===== src/rtl/pc_gen_pkg.sv =====
// Shared types and constants for the fetch program-counter generator.
package pc_gen_pkg;

    localparam int unsigned PC_W    = 32;
    localparam int unsigned CNT_W   = 32;
    localparam int unsigned STATE_W = 2;

    localparam logic [PC_W-1:0] PC_STEP          = 32'd4;
    localparam logic [PC_W-1:0] DEFAULT_RESET_PC = 32'h0000_0000;
    localparam logic [PC_W-1:0] DEFAULT_TRAP_PC  = 32'h0000_0100;

    typedef enum logic [STATE_W-1:0] {
        ST_RUN   = 2'd0,
        ST_STALL = 2'd1,
        ST_HALT  = 2'd2,
        ST_TRAP  = 2'd3
    } pc_state_e;

    // Clear the byte-offset bits so a fetch address is always word aligned.
    function automatic logic [PC_W-1:0] word_align(input logic [PC_W-1:0] addr);
        return {addr[PC_W-1:2], 2'b00};
    endfunction

endpackage


===== src/rtl/pc_gen.sv =====
// Fetch PC generator: run/stall/halt/trap FSM, PC register and accepted-fetch counter.
// Build option: define MISALIGN_TRAP_EN to trap on misaligned redirect targets.
module pc_gen
    import pc_gen_pkg::*;
#(
    parameter logic [PC_W-1:0] RESET_PC = DEFAULT_RESET_PC,
    parameter logic [PC_W-1:0] TRAP_PC  = DEFAULT_TRAP_PC
) (
    input  logic                clk,
    input  logic                rst_n,
    input  logic                stall,
    input  logic                redirect_valid,
    input  logic [PC_W-1:0]     redirect_target,
    input  logic                halt_req,
    input  logic                resume,
    output logic [PC_W-1:0]     pc,
    output logic                pc_valid,
    output logic [STATE_W-1:0]  state,
    output logic                trap,
    output logic [CNT_W-1:0]    fetch_count
);

    localparam logic [PC_W-1:0] RESET_PC_AL = word_align(RESET_PC);
    localparam logic [PC_W-1:0] TRAP_PC_AL  = word_align(TRAP_PC);

    pc_state_e         state_q, state_d;
    logic [PC_W-1:0]   pc_q, pc_d;
    logic              valid_q, valid_d;
    logic [CNT_W-1:0]  count_q, count_d;

    logic [PC_W-1:0]   redirect_pc;
    logic              misaligned;
    logic              accepted;

    assign redirect_pc = word_align(redirect_target);

`ifdef MISALIGN_TRAP_EN
    assign misaligned = |redirect_target[1:0];
`else
    // Offset bits are discarded when misaligned targets are simply rounded down.
    logic unused_target_lsbs;
    assign unused_target_lsbs = ^redirect_target[1:0];
    assign misaligned         = 1'b0;
`endif

    // A live PC is consumed downstream whenever it is not back-pressured.
    assign accepted = valid_q && !stall;

    always_ff @(posedge clk or negedge rst_n) begin
        if (!rst_n) begin
            state_q <= ST_RUN;
            pc_q    <= RESET_PC_AL;
            valid_q <= 1'b0;
            count_q <= '0;
        end else begin
            state_q <= state_d;
            pc_q    <= pc_d;
            valid_q <= valid_d;
            count_q <= count_d;
        end
    end

    always_comb begin
        state_d = state_q;
        pc_d    = pc_q;
        count_d = count_q;

        if (accepted) begin
            count_d = count_q + CNT_W'(1);
        end

        case (state_q)
            ST_RUN, ST_STALL: begin
                if (redirect_valid) begin
                    if (misaligned) begin
                        pc_d    = TRAP_PC_AL;
                        state_d = ST_TRAP;
                    end else begin
                        pc_d    = redirect_pc;
                        state_d = ST_RUN;
                    end
                end else if (halt_req) begin
                    state_d = ST_HALT;
                end else if (stall) begin
                    state_d = ST_STALL;
                end else begin
                    state_d = ST_RUN;
                    // The first cycle out of reset only presents RESET_PC.
                    if (valid_q) begin
                        pc_d = pc_q + PC_STEP;
                    end
                end
            end
            ST_HALT: begin
                if (redirect_valid) begin
                    if (misaligned) begin
                        pc_d    = TRAP_PC_AL;
                        state_d = ST_TRAP;
                    end else begin
                        pc_d = redirect_pc;
                    end
                end else if (!halt_req && resume) begin
                    state_d = ST_RUN;
                end
            end
            ST_TRAP: begin
                if (resume) begin
                    pc_d    = TRAP_PC_AL;
                    state_d = ST_RUN;
                end
            end
            default: begin
                state_d = ST_RUN;
            end
        endcase

        valid_d = (state_d == ST_RUN) || (state_d == ST_STALL);
    end

`ifdef MISALIGN_TRAP_EN
    logic trap_q;

    always_ff @(posedge clk or negedge rst_n) begin
        if (!rst_n) begin
            trap_q <= 1'b0;
        end else begin
            trap_q <= (state_d == ST_TRAP);
        end
    end

    assign trap = trap_q;
`else
    assign trap = 1'b0;
`endif

    assign pc          = pc_q;
    assign pc_valid    = valid_q;
    assign state       = STATE_W'(state_q);
    assign fetch_count = count_q;

endmodule

===== config.mk =====
export PLATFORM = sky130hd
export DESIGN_NAME = pc_gen
export DESIGN_NICKNAME = d
export VERILOG_FILES = /design/src/rtl/pc_gen_pkg.sv /design/src/rtl/pc_gen.sv
export SDC_FILE = /design/constraint.sdc
export NUM_CORES = 1
export LEC_CHECK = 0
export BUFFER_PORTS_ARGS = -buffer_cell sky130_fd_sc_hd__buf_4
export CAP_MARGIN = 20
export CORE_MARGIN = 1
export CORE_UTILIZATION = 45
export DETAILED_ROUTE_END_ITERATION = 10
export HOLD_SLACK_MARGIN = 0.02
export PLACE_DENSITY = 0.82
export SLEW_MARGIN = 20
export SYNTH_ARGS = -nofsm -noshare
export SYNTH_HDL_FRONTEND = slang
export SYNTH_SLANG_ARGS = --single-unit

===== constraint.sdc =====
create_clock -name clk -period 2.9 [get_ports clk]
set_input_delay 0.29 -clock clk [delete_from_list [all_inputs] [get_ports clk]]
set_output_delay 0.29 -clock clk [all_outputs]
set_load 0.01 [all_outputs]

==> results.json <==
{
  "grt_overflow_total": 0,
  "required_ps": 3130,
  "yosysWarnings": 0,
  "ctsHoldBuffers": 0,
  "final.setup.worst_slack_ps": 666.5,
  "seq_area_um2": 1627,
  "slew_headroom": 0.4377,
  "seq_area_frac_synth": 0.4474,
  "drt-total-wl_mm": 9.768,
  "finalSetupViolations": 0,
  "dp_hpwl_mm": 7.016,
  "syn_area_per_cell_um2": 9.090,
  "hold_ws_ps": 32.06,
  "clkSinkCount": 65,
  "clk_path_buf_depth": 2,
  "drt-pass1-iter-count": 5,
  "clk_pin_slew_ps": 70,
  "worst_path_max_delay_cell": "nor4_2",
  "synth_top_cell_by_area": "dfrtp_1",
  "power.density_nw_per_um2": 599.2,
  "fin_skew_ps": 3.705,
  "grt_start_max_net_pins": 66,
  "post-place-ws_ps": 664.0,
  "ctsResizeCount": 0,
  "status": "finished, final reports clean",
  "critPathBufInv": 0,
  "synth.most_common_cell": "dfrtp_1",
  "diodes": 0,
  "fmax_mhz": 447.7,
  "finalCritPeriodShare": 0.7702,
  "cp_cell_sequence": "ha_1, nand3b_1, or2_2, nor4_2, nand3_1, xnor2_1",
  "holdCritPathClass": "in2async",
  "power_frac_seq": 0.431,
  "async_reset_ff_frac": 1.000,
  "synth_common_cells": "dfrtp_1, nand2_1, nand3_1",
  "ys_types": 57,
  "fillerInstances": 701,
  "timing.final.crit_period_ps": 2234,
  "syn2layout_area_growth_pct": 29.25,
  "start_util": 0.4681,
  "synth_ff_type": "dfrtp_1",
  "final_nets": 536,
  "cts-root-buf": "clkbuf_8",
  "cts_setup_buffers": 0,
  "tightest_slew_ps": 843.5,
  "insertion_delay_ps": 340,
  "synth-edff-count": 0,
  "endpoint_kind": "register",
  "fin_total_pwr_uw": 2816,
  "p_int_uw": 1939,
  "grt_pass1_vias": 3488,
  "ff2ff_setup_slack_ps": 670,
  "synth_top_cell_area_share": 0.4474,
  "grt_util_all_layers": 0.2439,
  "cts-htree-levels": 3,
  "netSwitchingPower_uw": 876.8,
  "grt_pass1_wl_mm": 16.39,
  "maxSlewViolCount": 0,
  "die_area_um2": 8444,
  "fp.dieH_um": 91.89,
  "combPwrFrac": 0.231,
  "cp.arrival_ps": 2460,
  "crit_type": "reg2reg",
  "drive_gt1_frac": 0.2715,
  "via_count": 3537,
  "start_kind": "register",
  "p_leak_uw": 0.002104,
  "worst_path_largest_cell_delay_ps": 680,
  "drtAntennaViolNets": 0,
  "cts_tree": "built",
  "antenna_found_initial": 0,
  "gp_congestion": 0.8330,
  "crit_family": "simple AND/OR/NAND/NOR gates",
  "yosys_register_bits": 65,
  "crit_fanout": 6,
  "drc": 0,
  "drtIter0Drc": 207,
  "final_hold_viol_count": 0,
  "netlist_area_um2": 3636,
  "num_io_pins": 106,
  "synthTopCellsByArea": "dfrtp_1, xnor2_1, nand3_1",
  "rsz0062_at_grt": "false",
  "wl_per_cell_um": 16.20,
  "core_region_area_um2": 7767,
  "rows": 32,
  "io_buffer_count": 100,
  "switching_share": 0.3114,
  "p_clk_frac": 0.338,
  "maxCapViolCount": 0,
  "peakVddDrop_v": 0.0003221,
  "die_w_um": 91.89,
  "numCtsBuffers": 9,
  "syn_inst": 400,
  "multi_input_area_um2": 1861,
  "via_per_inst": 5.866,
  "fin_tns_setup_ps": 0
}
layout make-up:
type | count | area share
repair buffers | 106 | 0.1693
multi-input cells | 302 | 0.3959
well taps | 102 | 0.02716
clock inverters | 5 | 0.02183
inverters | 12 | 0.009585
clock buffers | 11 | 0.03009
flip-flops and latches | 65 | 0.3461
flip-flops by register name, indices dropped and copies added, names as in the netlist:
name / flops
fetch_count: 32
pc: 30
state: 2
pc_valid: 1
kinds of logic after synthesis:
| family | share of synthesized area |
|---|---|
| AND/OR/NAND/NOR | 0.2522 |
| AO/OA/AOI/OAI | 0.1669 |
| flip-flops | 0.4474 |
| buffers and inverters | 0.04301 |
| XOR/XNOR | 0.07708 |
| adder cells (fa/ha/maj) | 0.006881 |
| multiplexers | 0.005506 |
| other | 0.001031 |
cells in the final DEF (no fill, tap or decap), types with 5 or more instances in the layout:
cell,netlist,routed
buf_4,4,106
dfrtp_1,65,65
nand2_1,39,39
nand3_1,34,34
xnor2_1,27,27
nor2_1,26,26
a21oi_1,26,26
o21ai_0,24,24
nand4_1,18,18
inv_1,12,12
clkbuf_8,0,10
and3_1,9,9
nor3_1,9,9
a31oi_1,7,7
o22a_1,6,6
xor2_1,5,5
power by group through the flow:
stage               Sequential (uW)  Clock [uW]  Combinational, uW
finish                         1210         951                652
global route                   1240        1010                716
CTS                            1210         973                656
detailed placement             1230           0                656
global placement               1220           0                639
floorplan                      1230           0                310
through the flow:
step | instances | cell area, um^2 | utilization
global placement | 587 | 4456 | 0.5736
finish | 603 | 4700 | 0.6050
global route | 603 | 4700 | 0.6050
detailed placement | 587 | 4456 | 0.5736
floorplan | 402 | 3643 | -
CTS | 603 | 4700 | 0.6050
path summary, 6_finish.rpt:
kind	from	depth (start not counted)	endpoint
min	rst_n	1	fetch_count[7]
max in group asynchronous	rst_n	1	pc[31]
max reg2reg	fetch_count[0]	6	fetch_count[24]
max	fetch_count[0]	6	fetch_count[24]
min in group clk	redirect_target[28]	3	pc[28]
min reg2reg	fetch_count[16]	1	fetch_count[16]
worst register-to-register path, delay by kind of cell (launching register included):
family / cells / cell delay (ps)
and+or+nand+nor: 4 / 1310
DFF: 1 / 440
adders and majority gates: 1 / 200
xor gates and xnor gates: 1 / 160
per-layer routing:
| metal | up-vias | global-route usage | routed length [um] |
|---|---|---|---|
| li1 | 1658 | - | - |
| met1 | 1701 | 0.3096 | 4027 |
| met2 | 154 | 0.3993 | 4770 |
| met3 | 24 | 0.04809 | 710 |
| met4 | 0 | 0.1146 | 259 |
| met5 | - | 0 | 0 |
(Power assumes the default switching activity.)
